## src/rtl/instr_fetch_unit.sv

```systemverilog
// instr_fetch_unit: internal instruction memory + PC stepper that feeds decode.
// Latency: start at edge N -> first instr_valid after edge N+1, then 1 instr/cycle.
// Backpressure: instr_ready low holds instr/instr_pc/instr_valid and freezes pc.
//
// Ports:
//   clk, reset            clock, synchronous active-high reset
//   load_en/addr/data     program-load write port (LOAD state only)
//   start                 LOAD->RUN, HALT->RUN (restart from RESET_PC)
//   instr_valid/ready     output handshake
//   instr, instr_pc       registered instruction word and its byte address
//   opcode..rs2           pure slices of instr
//   halted                high while in HALT
// Optional feature macro: BRANCH_REDIRECT_EN adds redirect_valid/redirect_pc.
module instr_fetch_unit #(
    parameter int          IMEM_DEPTH = 64,
    parameter logic [31:0] RESET_PC   = 32'h0000_0000
) (
    input  logic                          clk,
    input  logic                          reset,
    input  logic                          load_en,
    input  logic [$clog2(IMEM_DEPTH)-1:0] load_addr,
    input  logic [31:0]                   load_data,
    input  logic                          start,
    output logic                          instr_valid,
    input  logic                          instr_ready,
    output logic [31:0]                   instr,
    output logic [6:0]                    opcode,
    output logic [2:0]                    funct3,
    output logic [6:0]                    funct7,
    output logic [4:0]                    rd,
    output logic [4:0]                    rs1,
    output logic [4:0]                    rs2,
    output logic [31:0]                   instr_pc,
`ifdef BRANCH_REDIRECT_EN
    input  logic                          redirect_valid,
    input  logic [31:0]                   redirect_pc,
`endif
    output logic                          halted
);

    localparam int AW = $clog2(IMEM_DEPTH);

    typedef enum logic [1:0] {
        S_LOAD = 2'd0,
        S_RUN  = 2'd1,
        S_HALT = 2'd2
    } state_t;

    state_t        state;
    state_t        state_nxt;
    logic [31:0]   pc;
    logic [31:0]   mem [IMEM_DEPTH];

    logic [AW-1:0] idx;
    logic [31:0]   fetch_word;
    logic          fetch_zero;
    logic          is_last;
    logic          out_free;
    logic          redir;
    logic [31:0]   redir_pc;
    logic          fetch_go;

    // Combinational memory read on the current pc.
    assign idx        = pc[2 +: AW];
    assign fetch_word = mem[idx];
    assign fetch_zero = (fetch_word == 32'h0000_0000);
    assign is_last    = (idx == AW'(IMEM_DEPTH - 1));
    assign out_free   = !instr_valid || instr_ready;

`ifdef BRANCH_REDIRECT_EN
    assign redir    = (state == S_RUN) && redirect_valid;
    assign redir_pc = redirect_pc & ~32'h0000_0003;
`else
    assign redir    = 1'b0;
    assign redir_pc = 32'h0000_0000;
`endif

    // State register
    always_ff @(posedge clk) begin
        if (reset) begin
            state <= S_LOAD;
        end else begin
            state <= state_nxt;
        end
    end

    // Next-state logic
    always_comb begin
        state_nxt = state;
        case (state)
            S_LOAD: if (start) state_nxt = S_RUN;
            S_RUN: begin
                // A redirect suppresses the halt check for that cycle.
                if (!redir && out_free && (fetch_zero || is_last)) begin
                    state_nxt = S_HALT;
                end
            end
            S_HALT: if (start) state_nxt = S_RUN;
            default: state_nxt = S_LOAD;
        endcase
    end

    // Output / control decode
    always_comb begin
        halted   = (state == S_HALT);
        fetch_go = (state == S_RUN) && out_free && !redir;
    end

    // Program memory: written only while loading, never cleared by reset.
    always_ff @(posedge clk) begin
        if (!reset && (state == S_LOAD) && load_en) begin
            mem[load_addr] <= load_data;
        end
    end

    // PC and output register
    always_ff @(posedge clk) begin
        if (reset) begin
            pc          <= RESET_PC;
            instr_valid <= 1'b0;
            instr       <= 32'h0000_0000;
            instr_pc    <= 32'h0000_0000;
        end else begin
            case (state)
                S_LOAD: begin
                    if (start) pc <= RESET_PC;
                end
                S_RUN: begin
                    if (redir) begin
                        pc          <= redir_pc;
                        instr_valid <= 1'b0;
                    end else if (fetch_go) begin
                        if (fetch_zero) begin
                            // Terminator word is consumed, never presented.
                            instr_valid <= 1'b0;
                        end else begin
                            instr       <= fetch_word;
                            instr_pc    <= pc;
                            instr_valid <= 1'b1;
                            // Last word: pc stays put so it never wraps to 0.
                            if (!is_last) pc <= pc + 32'd4;
                        end
                    end
                end
                S_HALT: begin
                    if (start) begin
                        pc          <= RESET_PC;
                        instr_valid <= 1'b0;
                        instr       <= 32'h0000_0000;
                        instr_pc    <= 32'h0000_0000;
                    end else if (instr_valid && instr_ready) begin
                        // Drain the final presented word, then go idle.
                        instr_valid <= 1'b0;
                    end
                end
                default: ;
            endcase
        end
    end

    assign opcode = instr[6:0];
    assign rd     = instr[11:7];
    assign funct3 = instr[14:12];
    assign rs1    = instr[19:15];
    assign rs2    = instr[24:20];
    assign funct7 = instr[31:25];

endmodule

```

## config.mk

```make
export PLATFORM = sky130hd
export DESIGN_NAME = instr_fetch_unit
export DESIGN_NICKNAME = d
export VERILOG_FILES = /design/src/rtl/instr_fetch_unit.sv
export SDC_FILE = /design/constraint.sdc
export NUM_CORES = 2
export LEC_CHECK = 0
export ABC_AREA = 1
export BUFFER_PORTS_ARGS = -buffer_cell sky130_fd_sc_hd__buf_2
export CORE_ASPECT_RATIO = 0.8
export CORE_MARGIN = 1.5
export CORE_UTILIZATION = 45
export CTS_CLUSTER_DIAMETER = 100
export DETAILED_ROUTE_END_ITERATION = 8
export SLEW_MARGIN = 20
export SYNTH_ARGS = -nofsm -noshare
export SYNTH_HDL_FRONTEND = slang
export SYNTH_SLANG_ARGS = --single-unit
```

## constraint.sdc

```tcl
create_clock -name clk -period 4.3 [get_ports clk]
set_clock_uncertainty 0.15 [all_clocks]
set_input_delay 0 -clock clk [delete_from_list [all_inputs] [get_ports clk]]
set_output_delay 0 -clock clk [all_outputs]
set_load 0.01 [all_outputs]
```

; Word-level counts from Yosys, hierarchy flattened
; Memories as Yosys holds them, arrays and structs flattened. A register that Yosys moved wholly into a read port is not among the register bits.
; Index checks and enable logic that the tools add are counted.
[totals]
mem_count = 1
inputBits = 43
register_bits = 99
ramBits = 2048
[op_classes]
mux = 23
add_sub_neg = 1
n_eq_ne = 10
n_reduce_logical = 18
[mem_list]
columns = memory, words, word_bits, rd, rd_ports_with_merged_regs, wr, line
row1 = mem, 64, 32, 1, 1, 1, 52  ; logic [31:0] mem [IMEM_DEPTH];
[op_table]
columns = op, n
row1 = 2-to-1 mux 32 bit, 8
row2 = case mux 32 bit (2 select lines), 3
row3 = "adder 32 x 3 -> 32 bit, second input constant", 1
row4 = zero test 32 bit, 1
row5 = 2-to-1 mux 6 bit, 2
row6 = "inequality test 2 bit, second input constant", 5
row7 = "== test 6 bit, second input constant", 1
row8 = 2-to-1 mux 1 bit, 6
row9 = logical AND 1 bit, 5
row10 = AND reduction 5 bit, 1
row11 = 2-to-1 mux 2 bit, 2
row12 = case mux 2 bit (2 select lines), 1
row13 = AND reduction 4 bit, 1
row14 = nonzero test 2 bit, 2
row15 = "inequality test 3 x 2 -> 1 bit, second input constant", 1
row16 = AND reduction 3 bit, 1
row17 = "== test 2 x 1 -> 1 bit, second input constant", 1
row18 = "== test 2 bit, second input constant", 1
row19 = zero test 1 bit, 2
row20 = zero test 2 bit, 1
row21 = logical OR 1 bit, 2
row22 = "inequality test 2 x 1 -> 1 bit, second input constant", 1
row23 = case mux 1 bit (2 select lines), 1
row24 = AND reduction 2 bit, 1
row25 = OR reduction 2 bit, 1

; Longest topological paths before layout
[depth]
depth_word = 7
depth_mapped = 24
depth_no_buf = 19

; Least setup slack after synthesis
; Ideal clock, no wire load.
[synth_path]
path_kind = reg2reg
from = register state[0]
to = memory mem[0][0] (enable)
slack_ns = 0.935
setup_ns = 0.421
stages_incl_launch_ff = 5
n_path_buf = 1
t_required_ns = 3.729
arrival_time_ns = 2.794
cell_sequence = dfxtp_1 -> clkbuf_1 -> nor3_1 -> nand4_1 -> nor2_1
[synth_via]
elab_chain_len = 5
[synth_lines]
columns = element, line
row1 = start: declaration, 49  ; state_t state;
row2 = start signal: assignment, 83  ; state <= state_nxt;
row3 = zero test 2 bit, 111  ; if (!reset && (state == S_LOAD) && load_en) begin
row4 = logical AND 1 bit (2 in a row), 111
row5 = 2-to-1 mux 1 bit, 111
row6 = 2-to-1 mux 1 bit (not written as such), 112  ; mem[load_addr] <= load_data;
row7 = end: declaration, 52
; Every way passes these cells.

==> summary.txt <==
Cells and area
  • Share of layout cells above drive strength 1: under 10%
  • Nets@finish: between 7000 and 8000
  • Reg area: around 64000 µm²
  • Fill count: around 17000
  • Layout Utilization: slightly above 50%
  • Multi-input gate area: 21400 µm²
  • Area Growth Syn to Fin: 13.1%

Pwr
  • Psw: roughly 0.012 W
  • Combinational Power Share: about an eighth
  • Sequential share of power: 50.5%
  • Sw frac: about a quarter
  • Share of total power in the clock network: about 37%
  • VDD IR max: roughly 0.36 mV
  • P_int: 0.0340 W
  • PD cells: between 400 and 500 nW/µm²
  • Leakage: approximately 35 nW

Clock network
  • CTS tree: built
  • H-tree levels: 4
  • Clk_lat worst skew: 0.84 ns
  • Cts bufs inserted: a little under 200
  • Maximum clock insertion buffer count: 3
  • Worst-path clk slew: 0.06 ns
  • Root Driver: clkbuf_16
  • Sink Count: between 2000 and 2500

Critical path
  • Reg2reg setup slack: about 0.18 ns
  • Crit Path Max Fanout: 58
  • Setup crit end kind: flip-flop
  • Startpoint Class: flip-flop
  • Crit path kind: reg2reg
  • Most frequent CP cell: nand3_1
  • FF-to-FF path depth: 19
  • Peak per-stage delay on the critical path: around 0.50 ns
  • Cell chain of the critical path: inv_16 > buf_12 > buf_4 > nand2_1 > nand3_1 > nand3_1 > nand3_1 > nand3_1 > nand3_1 > nand2_1 > nand2_1 > nor2_1 > nand2_1 > nor2_2 > nand3_4 > buf_12 > nand3_1 > nand2_1 > nor2_1
  • Critical Path RT: roughly 5 ns
  • Critical path data arrival time: 4.70 ns
  • Crit path max-delay cell type: dfxtp_4

Yosys
  • Post-Synth Simple-Gate Area: 23.6%
  • Largest family of logic cells by synthesized area: simple AND/OR/NAND/NOR gates
  • Post-synthesis register bit count: 2150
  • Sequential area share after synthesis: between 70 and 80%
  • Syn Inst Count: 7545
  • Distinct cells, synth: 29
  • Yosys warning count: 0
  • Compound-Gate Fraction of Synth Area: less than 1%
  • Adder-Cell Fraction of Synth Area: less than 1%
  • Post-Syn Area: 87100 µm²
  • Syn_nets: between 7000 and 8000
  • Mux share of post-synthesis cell area: 0%
  • Synthesized area per cell: between 10 and 15 µm²
  • Post-Synth XOR/XNOR Area: 0%

Place
  • Post-DP HPWL: between 100 and 150 mm
  • Port Buffer Count: 140
  • Final GP Congestion: 0.894
  • Pre-CTS setup slack: between 0.008 and 0.009 ns

Global route
  • Antenna violations before repair: 9
  • Global route overflow: 0
  • GRT Overall Usage: around 27%
  • Vias in the first global route: 55700
  • Global-route wire length before repair: roughly 390 mm
  • Largest net degree at the start of global routing: between 150 and 200

Timing
  • Final setup violation count: 0
  • Setup Total Neg Slack: 0 ns
  • Worst Max-Slew Pin Slew: roughly 1.1 ns
  • Final period utilization: between 90 and 100%
  • Hold Fails Final Rpt: 0
  • Maximum clock frequency: ~0.24 GHz
  • RSZ-0062 raised after global routing: no
  • PnR worst setup slack: about 0.18 ns
  • Slew headroom: between 20% and 30%
  • Count of pins over their slew limit: 0
  • Post-route minimum period: slightly above 4 ns

Floorplanning
  • Effective utilization at floorplan: a little under half
  • Row count: 144
  • Die area: 196000 µm²
  • Core Area: 192000 µm²
  • Io pins: between 100 and 150
  • Die W: just under 500 µm
  • Die Ht: roughly 400 µm

Route
  • First drt pass iteration count: 6
  • DR vias: 60000
  • ANT nets after route: 0
  • Vias per inst: roughly 5.8
  • DRC Markers: 0
  • Post-Route WL: about 270 mm
  • Routed len/inst: 25.6 µm
  • Initial drt markers: 8112

Run
  • Maxcap violations: 0

Min path
  • Hold EP: mem[25][7]
  • HP Class: in2reg
  • Hold Path Origin: load_data[7]
  • Worst Hold Path Cells: 2

Status
  • Status: finished, final reports clean
## worst max-delay path, delay by kind of cell (launching register included)
kind          cells  cell delay (ns)
flops             1             0.50
simple gates     15             2.37
buf+inv           4             0.90
## how the worst max path moves through the flow
stage / endpoint / slack (ns) / cells past startpoint
floorplan: mem[0][0] / 0.93 / 4
global placement: flip-flop / 0.01 / 20
detailed placement: flip-flop / 0.009 / 20
CTS: instr[17] / 0.002 / 21
global route: instr_pc[21] / 0.02 / 20
finish: flip-flop / 0.18 / 19
## cells in the final DEF (no fill, tap or decap), types with 3 or more instances in the layout
cell / Yosys / layout
dlygate4sd3_1: 0 / 50
or2_2: 4 / 4
inv_6: 0 / 3
clkinvlp_4: 0 / 4
dfxtp_4: 0 / 5
nor2_1: 268 / 203
dfxtp_1: 102 / 97
buf_4: 36 / 187
edfxtp_1: 2048 / 2048
clkbuf_16: 0 / 205
a21oi_1: 35 / 35
nand4_1: 19 / 19
nor3_1: 4 / 4
clkbuf_1: 209 / 39
nor4_1: 4 / 4
inv_1: 54 / 50
nand2_1: 2345 / 2344
nand3_1: 2099 / 2098
bufinv_16: 0 / 11
o211ai_1: 8 / 8
inv_2: 4 / 4
clkinv_2: 0 / 34
o21ai_0: 8 / 8
buf_2: 228 / 140
clkinv_1: 0 / 43
buf_12: 0 / 70
buf_6: 5 / 3
nor2_4: 0 / 64
diode_2: 0 / 4
## logic make-up after synthesis
family,after synthesis
DFF,2150
adders and majority gates,1
buffers and inverters,590
AOI/OAI and AO/OA,57
and+or+nand+nor,4747
## metal layers
metal	vias to the layer above	global-route usage, %	wire length (µm)
met5	-	0	24
met4	4	9.18	8980
met3	416	4.03	24900
met2	3100	41.1	120000
met1	29600	39.0	112000
li1	26900	-	-
## cell usage after synthesis (all sizes together)
master / count / area, µm²
o211ai: 8 / 60.1
inv: 58 / 218
nor3: 4 / 20.0
edfxtp: 2048 / 61500
nand2: 2345 / 8800
nand3b: 2 / 15.0
a31oi: 1 / 6.26
o221ai: 1 / 8.76
o21a: 1 / 7.51
a21oi: 35 / 175
clkbuf: 209 / 785
dfxtp: 102 / 2040
nand4: 19 / 119
and2: 1 / 6.26
o21bai: 1 / 7.51
o21ai: 8 / 40.0
ha: 1 / 12.5
a21o: 1 / 7.51
nor2: 268 / 1010
buf: 323 / 1670
a211oi: 1 / 7.51
or2: 4 / 25.0
nor4: 4 / 25.0
nand3: 2100 / 10500
## power by group through the flow
stage | logic (W) | registers (W) | clock network [W]
global route | 0.00624 | 0.0232 | 0.0179
floorplan | 0.00327 | 0.0236 | 0
detailed placement | 0.00569 | 0.0237 | 0
finish | 0.00582 | 0.0232 | 0.0169
global placement | 0.00566 | 0.0237 | 0
CTS | 0.00575 | 0.0232 | 0.0171
## per-stage QoR
step	hold WS (ns)	instance area, µm²	instances	power [W]
2_1_floorplan	-0.0776	87100	7545	0.0269
3_3_place_gp	0.0610	91900	9968	0.0293
3_5_place_dp	0.0663	91900	9968	0.0294
4_1_cts	0.0149	98400	10400	0.0461
5_1_grt	0.0676	98500	10400	0.0474
6_report	0.0649	98500	10400	0.0460
## timing repair
action / 4_1_cts / 5_1_grt
gates resized for setup: 1 / 6
setup endpoints to repair: 8 / 100
hold endpoints to repair: 2453 / 0
hold buffers: 50 / 0
buffers inserted: 0 / 0
gates cloned: 0 / 0
## layout make-up
cell class	instances	share of cell area (%)
Tap cell	2555	3.25
Clock buffer	247	5.39
Inverter	58	0.258
Timing Repair Buffer	450	4.10
Multi-Input combinational cell	4805	21.7
Antenna cell	4	0.0102
Sequential cell	2150	64.5
Clock inverter	98	0.760
## state kept, by name, summed over array words and instances (netlist names), named ones only
name,flops
pc,30
instr,32
instr_valid,1
state,2
instr_pc,31
mem,2048
Power figures use the tool's default switching activity.
